<file path="src/rtl/run_pkg.sv">
// Shared types and helpers for the run-pattern transmitter and its detector model.
package run_pkg;

  typedef enum logic {
    IDLE = 1'b0,
    SEND = 1'b1
  } state_t;

  localparam int RUN_DEFAULT = 4;

  // A requested length of zero, or one longer than the word, means "the whole word".
  function automatic int clamp_len(input int len, input int w);
    return (len == 0 || len > w) ? w : len;
  endfunction

endpackage

</file>
<file path="src/rtl/run_tracker.sv">
// Golden model of the run-of-RUN detector: saturating run count plus previous bit.
module run_tracker #(
  parameter int RUN = 4
) (
  input  logic clk,
  input  logic reset,
  input  logic bit_in,
  output logic hit
);

  localparam int CW = $clog2(RUN + 1);
  localparam logic [CW-1:0] RUN_C = CW'(RUN);

  logic [CW-1:0] count;
  logic          prev_bit;

  // A zero count marks "no previous bit yet", so the first sample always starts a run of one.
  always_ff @(posedge clk or negedge reset) begin
    if (!reset) begin
      count    <= '0;
      prev_bit <= 1'b0;
    end else begin
      if (count != '0 && bit_in == prev_bit) begin
        if (count != RUN_C) count <= count + 1'b1;
      end else begin
        count <= CW'(1);
      end
      prev_bit <= bit_in;
    end
  end

  assign hit = (count == RUN_C);

endmodule

</file>
<file path="src/rtl/run_pattern_gen.sv">
// Serial word transmitter with a built-in prediction of the run detector's output.
module run_pattern_gen
  import run_pkg::*;
#(
  parameter int   W        = 8,
  parameter int   LEN_W    = 4,
  parameter int   RUN      = RUN_DEFAULT,
  parameter logic IDLE_BIT = 1'b0
) (
  input  logic             clk,
  input  logic             reset,
  input  logic             in_valid,
  output logic             in_ready,
  input  logic [W-1:0]     in_data,
  input  logic [LEN_W-1:0] in_len,
  output logic             serial_out,
  output logic             serial_valid,
  output logic             expect_hit,
  output logic             busy
);

  state_t           state, next_state;
  logic [W-1:0]     shift_reg;
  logic [LEN_W-1:0] bit_cnt;
  logic [LEN_W-1:0] eff_len;
  logic             last_bit;
  logic             accept;

  assign eff_len  = LEN_W'(clamp_len(32'(in_len), W));
  assign last_bit = (bit_cnt == LEN_W'(1));

  // Ready on the last bit lets the next word follow with no idle gap.
  always_comb begin
    next_state = state;
    in_ready   = 1'b0;
    accept     = 1'b0;
    case (state)
      IDLE: in_ready = reset;
      SEND: in_ready = reset & last_bit;
      default: in_ready = 1'b0;
    endcase
    accept = in_valid & in_ready;
    if (accept) begin
      next_state = SEND;
    end else if (state == SEND && last_bit) begin
      next_state = IDLE;
    end
  end

  always_ff @(posedge clk or negedge reset) begin
    if (!reset) begin
      state <= IDLE;
    end else begin
      state <= next_state;
    end
  end

  always_ff @(posedge clk or negedge reset) begin
    if (!reset) begin
      shift_reg <= '0;
      bit_cnt   <= '0;
    end else if (accept) begin
      shift_reg <= in_data;
      bit_cnt   <= eff_len;
    end else if (state == SEND) begin
      shift_reg <= {1'b0, shift_reg[W-1:1]};
      bit_cnt   <= bit_cnt - 1'b1;
    end
  end

  assign serial_valid = (state == SEND);
  assign busy         = (state == SEND);
  assign serial_out   = (state == SEND) ? shift_reg[0] : IDLE_BIT;

  // The tracker watches the line continuously, idle fill included, like the real detector.
  run_tracker #(
    .RUN(RUN)
  ) u_tracker (
    .clk   (clk),
    .reset (reset),
    .bit_in(serial_out),
    .hit   (expect_hit)
  );

endmodule

</file>
<file path="config.mk">
export PLATFORM = sky130hd
export DESIGN_NAME = run_pattern_gen
export DESIGN_NICKNAME = d
export VERILOG_FILES = /design/src/rtl/run_pkg.sv /design/src/rtl/run_tracker.sv /design/src/rtl/run_pattern_gen.sv
export SDC_FILE = /design/constraint.sdc
export NUM_CORES = 1
export LEC_CHECK = 0
export ABC_AREA = 1
export CAP_MARGIN = 40
export CORE_MARGIN = 2
export CORE_UTILIZATION = 31
export CTS_CLUSTER_DIAMETER = 60
export DETAILED_ROUTE_END_ITERATION = 16
export GPL_TIMING_DRIVEN = 0
export HOLD_SLACK_MARGIN = 0.15
export PLACE_DENSITY = 0.53
export SYNTH_ARGS = -nofsm -noshare
export SYNTH_HDL_FRONTEND = slang
export SYNTH_SLANG_ARGS = --single-unit
</file>
<file path="constraint.sdc">
create_clock -name clk -period 2.73 [get_ports clk]
set_input_delay 0.4095 -clock clk [delete_from_list [all_inputs] [get_ports clk]]
set_output_delay 0.4095 -clock clk [all_outputs]
set_load 0.005 [all_outputs]
</file>
; ---- After elaboration in Yosys (flattened, before gate mapping)
; Index checks and enable logic that the tools add are counted.
; Widths: inputs -> output; s select.
[totals]
out_inout_bits = 5
reg_bits = 17
input_bits = 15
elab_cells = 34
[op_classes]
bitwise_logic = 3
n_eq_ne = 5
addsub = 2
n_lt_le_gt_ge = 1
mux = 11
n_reduce_logical = 7
[op_table]
columns = cell, n
row1 = $mux 8, 2
row2 = $mux 4, 3
row3 = $mux 3, 2
row4 = $eq 4x1->1 const B, 1
row5 = $gt 4x4->1 const B, 1
row6 = $logic_not 4->1, 1
row7 = $reduce_bool 2->1, 2
row8 = $sub 4x1->4 const B, 1
row9 = $add 3x1->3 const B, 1
row10 = $eq 3x3->1 const B, 1
row11 = $mux 1, 3
row12 = $ne 3x3->1 const B, 1
row13 = $reduce_bool 3->1, 1
row14 = $and 1x1->1, 2
row15 = $logic_and 1x1->1, 2
row16 = $ne 2x2->1 const B, 1
row17 = $pmux 1 s2, 1
row18 = $eq 1x1->1, 1
row19 = $logic_or 1x1->1, 1
row20 = $not 1->1, 1

; ---- Logic depth before layout (Yosys ltp)
; Gate-level depths: netlist (run 1).
[logic_depth]
ltp_word = 5
mapped_depth = 9

; ---- Hierarchy
; Synthesis (run 1) repeated with hierarchy kept, for this count alone.
[hier_totals]
hier_cells = 135
area_unflattened_um2 = 1004.7
[modules_own_cells]
columns = module, area_per_inst_um2, instances, cells_each
row1 = run_pattern_gen, 772.0, 1, 104
row2 = run_tracker, 232.7, 1, 31

; ---- Worst setup path after synthesis (run 1)
; Ideal clock, no wire load.
[synth_path]
path_kind = register to output
from = register state (netlist: busy)
to = output in_ready
slack_ns = 1.476
t_arrival_ns = 0.845
path_buffers = 1
path_stages_with_launch = 3
required_ns = 2.321
path_cell_list = dfrtp_1 buf_2 a21boi_0
[synth_via]
elab_chain_len = 2
[synth_rtl]
columns = element, line
row1 = "start, declared", run_pattern_gen.sv:22  ; state_t state, next_state;
row2 = "start signal, assigned", run_pattern_gen.sv:54  ; state <= next_state;
row3 = $not 1->1, run_pattern_gen.sv:37  ; case (state)
row4 = $pmux 1 s2 (*), run_pattern_gen.sv:37
row5 = "end, declared", run_pattern_gen.sv:13  ; output logic in_ready,
; Every way passes the cells marked *; elsewhere a longest branch is shown, timed or not.

; ---- Final worst setup path (run 1)
[layout_path]
from = register bit_cnt[1]
to = output in_ready
[layout_via]
elab_chain_len = 3
[layout_rtl]
columns = element, line
row1 = "start, declared", run_pattern_gen.sv:24  ; logic [LEN_W-1:0] bit_cnt;
row2 = "start signal, assigned", run_pattern_gen.sv:64  ; bit_cnt <= eff_len;
row3 = "start signal, assigned", run_pattern_gen.sv:67  ; bit_cnt <= bit_cnt - 1'b1;
row4 = $eq 4x1->1, run_pattern_gen.sv:30  ; assign last_bit = (bit_cnt == LEN_W'(1));
row5 = $and 1x1->1, run_pattern_gen.sv:39  ; SEND: in_ready = reset & last_bit;
row6 = $pmux 1 s2, run_pattern_gen.sv:37
; No other way between the ends.

==> reports/metrics.cfg, run 1 <==
[status]
status=complete, no violations

[logic_synthesis]
ys.warnings.count=0
synth_area_um2=1052
synth_area_leader_cell=dfrtp_1
yosysUniqueCellTypes=21
seq_area_frac_synth=0.4043
syn_nets=162
netlist_top_cells_area=dfrtp_1 (40%), nand2_1 (19%), inv_1 (7.1%)
synth_top_cell_area_share=0.4043
avgSynthCellArea_um2=7.358
synth_seq_cells=17
syn_inst=143

[pwr]
report.power.total_mw=1.264
seqPwrFrac=0.363
intPower_uw=723.3
powerDensity_nw_per_um2=917.5
p_sw_frac=0.4278
p_leak_nw=0.7368
power_switching_uw=540.7
clkPwrFrac=0.110
max-vdd-ir-drop_v=0.0003023
comb_power_share=0.526

[floorplan]
core_area_um2=3311
die-area_um2=3876
ios=20
placementRows=21
die_w_um=62.26
chipHeight_um=62.26
initial_core_util=0.3178

[critical_path]
worstPathArrival_ns=1.77
crit_buf_inv=2
cp_top_family=buffers and inverters
cp_slowest_cell=clkdlybuf4s50_1
worstSetupStartpoint=bit_cnt[1]
path_class=reg2out
startpoint_type=flip-flop
crit_path_end=in_ready
critical_path_cell_count=5
required_ns=2.32
reg2regPathDepth=8
worstReg2RegEnd=bit_cnt[2]
path_cells=inv_1, ha_1, nand2_2, a21boi_0, clkdlybuf4s50_1
crit_fanout=3
cp-end-kind=output port
cpPeakStageDelay_ns=0.53
rrSetupSlack_ns=1.38
r2r_start=bit_cnt[1]

[cts]
post_cts_buffers=0
cts_tree=built
clk_latency_ns=0.29
cts_buffers=3
clkSlewWorstSetupHoldPaths_ns=0.11
cts_buffer_depth=2
cts_root_buffer=clkbuf_4
cts.sinks=17
cts-htree-levels=1

[cells_and_area]
final_cells=215
num-nets-final=189
area_growth_syn_to_layout_pct=30.92
fill_cells=367
fin_area_um2=1378
regArea_um2=425.4
drive_gt1_frac=0.1243
layout_commonest_cell=nand2_1
multi_input_area_um2=505.5
insertedDiodeCount=0
layout_common_cells=nand2_1 (53), inv_1 (20), clkdlybuf4s50_1 (18)
largest_register_ffs=8

[routing]
drtIter0Drc=11
first_pass_iters=4
route.detailed.drc=0
drt_wl_total_um=2320
antenna_left=0
detail_route.wl_per_cell_um=10.79
vias=953
vias_per_cell=4.433

[global_routing]
grt_pass1_vias=934
grt_pass1_wl_um=4140
grt_max_degree=18
grt_usage=0.1322
grt_overflow_total=0
antenna_found_initial=0

[placed_design]
dp.final_hpwl_um=1709
port_buffers=19
placed_cells=209
place_congestion=0.7643
placed_area_um2=1328

[sta]
hold_viol=0
worst_slew_pin_slew_ns=0.6378
finalSetupViolCount=0
final-max-slew-violation-count=0
tns_ns=0
rsz0062_at_grt=false
holdWs_ns=0.4897
finalCriticalPeriod_ns=2.180
max_slew_margin=0.5734
finClkSkew_ns=0.001711
post-route-period-util=0.7987
fmax_mhz=458.6

[job]
drv_cap=0

[min_path]
holdCritPathClass=reg2reg

## worst register-to-register path, stage by stage (launching register included)
cell and delay (ns):
dfrtp_1 0.42, inv_1 0.09, ha_1 0.17, nand2_2 0.08, nand2_4 0.08, buf_4 0.18, nand4_1 0.11, nand2_1 0.09
nand2_1 0.04
## per-stage QoR
stage               utilization  setup slack [ns]
detailed placement       0.4010           0.06328
global placement         0.3927           -0.4348
global route             0.4161            0.4114
CTS                      0.4093           0.04368
finish                   0.4161            0.5496
floorplan                     -             1.476
## cell usage after synthesis, drive strengths merged
cell / instances
buf: 7
nand3: 5
dfrtp: 17
nand4: 10
o211ai: 1
xnor2: 1
a21boi: 1
ha: 4
a21oi: 2
o21ai: 5
nand2: 57
xor2: 1
inv: 20
nor2: 12
## kinds of logic after synthesis
kind of cell,count (synthesis),synth area share
and+or+nand+nor,84,0.3579
buffers and inverters,27,0.1153
DFF,17,0.4043
AOI/OAI and AO/OA,9,0.05827
adders and majority gates,4,0.04756
xor gates and xnor gates,2,0.01665
## power by group through the flow
stage / Clock (mW) / Sequential [mW] / Combinational (mW)
4_1_cts: 0.148 / 0.461 / 0.677
5_1_grt: 0.154 / 0.475 / 0.780
3_5_place_dp: 0 / 0.466 / 0.672
6_report: 0.139 / 0.459 / 0.665
3_3_place_gp: 0 / 0.460 / 0.654
2_1_floorplan: 0 / 0.441 / 0.485
## area by class of cell
| type | count | share of cell area |
|---|---|---|
| timing repair buffer | 22 | 0.1744 |
| clock buffer | 3 | 0.01635 |
| multi-input combinational | 99 | 0.3669 |
| tap | 46 | 0.04178 |
| buffer | 7 | 0.03361 |
| clock inverter | 1 | 0.003633 |
| inverter | 20 | 0.05450 |
| sequential | 17 | 0.3088 |
## layer usage
metal  wire, um  GRT usage  up-vias  part of all wire
met5          0          0        -                 0
met4         29    0.04167        0             0.013
met3         60    0.01630        4             0.026
met2       1187     0.2446       17              0.51
met1       1044     0.1589      435              0.45
li1           -          -      497                 -
## worst min path at each step
stage                 startpoint      endpoint  cells after the start
floorplan                  reset    bit_cnt[0]                      0
global placement    shift_reg[2]  shift_reg[2]                      2
detailed placement  shift_reg[2]  shift_reg[2]                      2
CTS                        reset  shift_reg[2]                      1
global route        shift_reg[2]  shift_reg[2]                      2
finish              shift_reg[2]  shift_reg[2]                      2
## what timing repair did
| action | in CTS | in global routing |
|---|---|---|
| endpoints found under the hold margin | 0 | 4 |
| gates resized for setup | 0 | 1 |
| hold buffers | 0 | 2 |
| setup endpoints to repair | 0 | 1 |
Note: power is estimated with default switching activity, not from simulation.
==> run 2: changes to the inputs <==
Settings changed: PLACE_DENSITY 0.53 to 0.55.
Clock period 2.73 ns to 1.8 ns, I/O delays scaled along.
==> run 2 against run 1 <==
  * Highest routed layer unchanged
  * Utilization grew 1.5 points
  * Register-to-register slack lost 0.89 ns
  * Critical endpoint unchanged
  * Critical path depth shrank 1
  * Non-clock buffer count grew 6
  * Clock power grew 51%
  * Die area is the same
  * Setup slack lost 0.45 ns
  * Global-route usage grew 0.098 points
  * Cell area grew 3.7%
  * Flip-flop and latch count is the same
  * Clock skew grew 0.0068 ns
  * First-iteration DRC count grew to 3.1 times the previous value
==> reports/metrics.cfg, run 2 (synthesis results as in run 1) <==
[status]
status=complete, no violations

[sta]
worst_slack_ns=0.1005  ; -0.4491 ns
tns_ns=0  ; unchanged
rsz0062_at_grt=false
finalSetupViolCount=0  ; unchanged
post-route-period-util=0.9442
finalCriticalPeriod_ns=1.700
max_slew_margin=0.5675  ; -0.005960
fmax_mhz=588.4
worst_slew_pin_slew_ns=0.6467  ; +0.008911 ns
finClkSkew_ns=0.008478  ; +0.006766 ns
final-max-slew-violation-count=0  ; unchanged
hold_viol=0  ; unchanged

[cts]
cts-htree-levels=1  ; unchanged
cts.sinks=17  ; unchanged
clk_latency_ns=0.30  ; about the same
clkSlewWorstSetupHoldPaths_ns=0.11  ; about the same
cts_tree=built
cts_buffers=3  ; unchanged
cts_root_buffer=clkbuf_4
cts_buffer_depth=2  ; unchanged

[routing]
vias_per_cell=4.380  ; -1.2%
first_pass_iters=4  ; unchanged
drt_wl_total_um=2326  ; +0.26%
detail_route.wl_per_cell_um=10.52  ; -2.5%
antenna_left=0  ; unchanged
vias=968  ; +1.6%
route.detailed.drc=0  ; unchanged
drtIter0Drc=34  ; +23

[global_routing]
grt_pass1_vias=939  ; +0.54%
grt_overflow_total=0  ; unchanged
antenna_found_initial=0  ; unchanged
grt_max_degree=15  ; -3
grt_usage=0.1332  ; +0.0009760
grt_pass1_wl_um=4160  ; +0.48%

[cells_and_area]
insertedDiodeCount=0  ; unchanged
layout_common_cells=nand2_1 (52), inv_1 (18), dfrtp_1 (16)
drive_gt1_frac=0.1886  ; +0.06431
num-nets-final=195  ; +3.2%
fill_cells=359  ; -2.2%
area_growth_syn_to_layout_pct=35.79
layout_commonest_cell=nand2_1
largest_register_ffs=8  ; unchanged

[placed_design]
place_congestion=0.7425  ; -2.9%
port_buffers=19  ; unchanged
preCtsSetupSlack_ns=-0.5981  ; -0.6614 ns
dp.final_hpwl_um=1681  ; -1.7%

[pwr]
p_leak_nw=0.7755  ; +5.2%
max-vdd-ir-drop_v=0.0005255  ; +74%
report.power.total_mw=2.044  ; +62%
powerDensity_nw_per_um2=1431  ; +56%

[critical_path]
cp_slowest_cell=dfrtp_2
path_cells=buf_4, buf_2, a21boi_1, dlygate4sd2_1
startpoint_type=flip-flop
required_ns=1.53  ; -0.79 ns
crit_fanout=10  ; +7
path_class=reg2out
cpPeakStageDelay_ns=0.42  ; -0.11 ns
worstPathArrival_ns=1.43  ; -0.34 ns
cp-end-kind=output port

[min_path]
holdCritPathClass=in2async

[floorplan]
initial_core_util=0.3178  ; unchanged
die_w_um=62.26  ; unchanged
die-area_um2=3876  ; unchanged
core_area_um2=3311  ; unchanged
ios=20  ; unchanged
placementRows=21  ; unchanged
chipHeight_um=62.26  ; unchanged

[job]
drv_cap=0  ; unchanged

## run 2: cell types whose count changed in the layout (fill, tap and decap cells not counted), moves of 2 or more
cell,before,now
inv_2,0,2
inv_1,20,18
dlygate4sd2_1,0,2
clkdlybuf4s50_1,18,15
buf_4,2,7
## run 2: report_power, final
group	switching, mW	internal [mW]
logic	0.616	0.543
registers	0.115	0.561
clock network	0.127	0.0828
total	0.858	1.19
## run 2: critical path, delay by kind of cell, from the launching register on
family	cells	cell delay, ns
AOI/OAI and AO/OA	1	0.16
DFF	1	0.42
buffers and inverters	3	0.56
## run 2: metrics by stage
stage	cells	cell area, um^2	hold WS (ns)	utilization
6_report	221	1429	0.4432	0.4316
4_1_cts	220	1415	0.4488	0.4274
2_1_floorplan	143	1052	-0.02559	-
3_3_place_gp	208	1300	0.4671	0.3927
3_5_place_dp	209	1315	0.4658	0.3972
5_1_grt	221	1429	0.4459	0.4316
## run 2: area by class of cell
type	count	area (um^2)	area share
Sequential cell	17	426.7	0.2986
Multi-Input combinational cell	99	520.5	0.3643
Clock buffer	3	22.52	0.01576
Buffer	7	46.29	0.03240
Clock inverter	1	5.005	0.003503
Tap cell	46	57.56	0.04028
Inverter	20	75.07	0.05254
Timing Repair Buffer	28	275.3	0.1926
## run 2: worst paths after layout
kind | to | cells past startpoint | startpoint | slack, ns
setup / recovery | in_ready | 4 | busy | 0.10
hold / removal | shift_reg[4] | 2 | reset | 0.44
setup reg to reg | bit_cnt[3] | 8 | bit_cnt[1] | 0.49
hold reg to reg | shift_reg[1] | 2 | shift_reg[1] | 0.49
max in group asynchronous | busy | 3 | reset | 0.58
min in group clk | shift_reg[1] | 2 | shift_reg[1] | 0.49
## run 2: layer usage
metal | GRT usage | vias up | wire length [um]
li1 | - | 504 | -
met1 | 0.1596 | 449 | 1086
met2 | 0.2432 | 13 | 1158
met3 | 0.02174 | 2 | 63
met4 | 0.04167 | 0 | 18
met5 | 0 | - | 0
## run 2: repair_timing
action,4_1_cts,5_1_grt
gates resized for setup,12,2
buffers inserted,5,1
endpoints found under the setup margin,3,1
cloned,0,0
hold endpoints to repair,17,0
hold buffers,2,0
==> run 3: changes to the inputs <==
Settings changed: CORE_MARGIN 2 to 5, CTS_CLUSTER_SIZE set to 16.
==> run 3 against run 2 <==
  * Maximum frequency rose by 1.2%
  * Cell count fell by 1.4%
  * Count of clock-buffer cells in the layout did not move
  * Setup slack improved by 0.020 ns
  * Flip-flop and latch count did not move
  * Die area rose by 20%
  * Global-route usage fell by 1.2 points
  * Critical path type unchanged
  * Register-to-register slack improved by 0.02 ns
  * Clock skew fell by 0.0062 ns
  * Largest power group unchanged
==> reports/metrics.cfg, run 3 (synthesis results as in run 1) <==
[floorplan]
die_w_um=68.26  ; +9.6%
core_area_um2=3311  ; unchanged
initial_core_util=0.3178  ; unchanged
ios=20  ; unchanged
placementRows=21  ; unchanged
die-area_um2=4659  ; +20%
chipHeight_um=68.26  ; +9.6%

[global_routing]
antenna_found_initial=0  ; unchanged
grtUsageMet1=0.1327  ; -0.02692
grt_usage=0.1213  ; -0.01184
grt_max_degree=14  ; -1
grt_pass1_vias=1026  ; +9.3%
top_usage_layer=met2
met2_usage=0.2298  ; -0.01336
grt_overflow_total=0  ; unchanged
use_met3=0.02135  ; -0.0003927
grt_pass1_wl_um=4257  ; +2.3%

[critical_path]
reg2regPathDepth=8  ; unchanged
crit_buf_inv=2  ; -1
startpoint_type=flip-flop
path_class=reg2out
path_cells=inv_1, ha_1, nand2_2, a21boi_1, dlygate4sd2_1
worstReg2RegEnd=shift_reg[3]
r2r_start=bit_cnt[0]
cp_top_family=flip-flops
worstPathArrival_ns=1.41  ; -0.02 ns
cpPeakStageDelay_ns=0.41  ; about the same
crit_fanout=3  ; -7
cp-end-kind=output port
rrSetupSlack_ns=0.51  ; +0.02 ns
required_ns=1.53  ; about the same
cp_slowest_cell=dfrtp_1

[sta]
hold_viol=0  ; unchanged
post-route-period-util=0.9333  ; -0.01093
worst_slew_pin_slew_ns=0.6104  ; -0.03632 ns
finalCriticalPeriod_ns=1.680  ; -0.01967 ns
holdWs_ns=0.4925  ; +0.04927 ns
max_slew_margin=0.5918  ; +0.02429
final-max-slew-violation-count=0  ; unchanged
fmax_mhz=595.3  ; +1.2%
worst_slack_ns=0.1201  ; +0.01967 ns
finClkSkew_ns=0.002259  ; -0.006219 ns
finalSetupViolCount=0  ; unchanged
rsz0062_at_grt=false

[min_path]
holdCritPathClass=reg2reg
hold_depth=2
holdPathEnd=shift_reg[3]
hold_path.startpoint=shift_reg[3]

[cells_and_area]
largest_register_ffs=8  ; unchanged
final_cells=218  ; -1.4%
drive_gt1_frac=0.1686  ; -0.01997
area_growth_syn_to_layout_pct=34.13
fill_cells=370  ; +3.1%
layout_common_cells=nand2_1 (52), inv_1 (19), dfrtp_1 (16)
insertedDiodeCount=0  ; unchanged
num-nets-final=192  ; -1.5%
final_util=0.4263  ; -0.005291
layout_commonest_cell=nand2_1

[cts]
cts_tree=built
clkSlewWorstSetupHoldPaths_ns=0.11  ; about the same
cts-htree-levels=1  ; unchanged
clk_latency_ns=0.29  ; about the same
cts_buffer_depth=2  ; unchanged
cts.sinks=17  ; unchanged
cts_buffers=3  ; unchanged
cts_root_buffer=clkbuf_4

[placed_design]
preCtsSetupSlack_ns=-0.6592  ; -0.06107 ns
port_buffers=19  ; unchanged
placed_cells=209  ; unchanged
place_congestion=0.7660  ; +3.2%
dp.final_hpwl_um=1815  ; +8.0%

[routing]
drtIter0Drc=22  ; -35%
vias_per_cell=4.486  ; +2.4%
antenna_left=0  ; unchanged
detail_route.wl_per_cell_um=10.90  ; +3.6%
vias=978  ; +1.0%
first_pass_iters=4  ; unchanged
drt_wl_total_um=2377  ; +2.2%
route.detailed.drc=0  ; unchanged

[pwr]
report.power.total_mw=1.977  ; -3.3%
powerDensity_nw_per_um2=1401  ; -2.1%
p_leak_nw=0.7657  ; -1.3%
max-vdd-ir-drop_v=0.0005889  ; +12%

[job]
drv_cap=0  ; unchanged

[status]
status=complete, no violations

## run 3: cell count changes in the layout (fill, tap and decap cells not counted)
cell    change
buf_16      +1
buf_2       -1
buf_4       -2
buf_8       -1
ha_2        +1
ha_4        -1
inv_1       +1
inv_2       -1
## run 3: per-stage QoR
| step | setup TNS (ns) | instance area, um^2 |
|---|---|---|
| floorplan | 0 | 1052 |
| global placement | -5.327 | 1300 |
| detailed placement | -0.6685 | 1328 |
| CTS | 0 | 1405 |
| global route | 0 | 1411 |
| finish | 0 | 1411 |
## run 3: tightest hold or removal path, delay by kind of cell, from the launching register on
kind             cells  cell delay, ns
DFF                  1            0.35
and+or+nand+nor      2            0.12
## run 3: what timing repair did
action                                  4_1_cts  5_1_grt
gates resized for setup                      11        2
hold endpoints to repair                     17        0
endpoints found under the setup margin        3        1
hold buffers                                  2        0
buffers inserted                              3        0
## run 3: how the worst max path moves through the flow
stage                     cells after the start  startpoint    endpoint
final                                         5  bit_cnt[1]    in_ready
after global routing                          5  bit_cnt[1]    in_ready
after CTS                                     4        busy  serial_out
after detailed placement                      5       reset    in_ready
after global placement                        4       reset    in_ready
after floorplan                               8  bit_cnt[1]  bit_cnt[3]
## run 3: layout make-up
class	count	area, um^2	area share
timing repair buffer	25	265.3	0.1879
multi-input combinational	99	510.5	0.3617
clock inverter	1	5.005	0.003546
tap	46	57.56	0.04078
inverter	20	75.07	0.05319
sequential	17	426.7	0.3023
buffer	7	48.80	0.03457
clock buffer	3	22.52	0.01596
## run 3: power breakdown
group | total, mW | internal, mW | switching [mW]
Sequential | 0.678 | 0.560 | 0.118
Combinational | 1.09 | 0.497 | 0.593
Clock | 0.209 | 0.0826 | 0.126
Total | 1.98 | 1.14 | 0.837
## run 3: routing by layer
layer  part of all wire  routed length (um)  vias to the layer above
met5                  0                   0                        -
met2               0.53                1250                       17
met4             0.0080                  19                        0
met1               0.43                1033                      459
met3              0.031                  74                        2
li1                   -                   -                      500
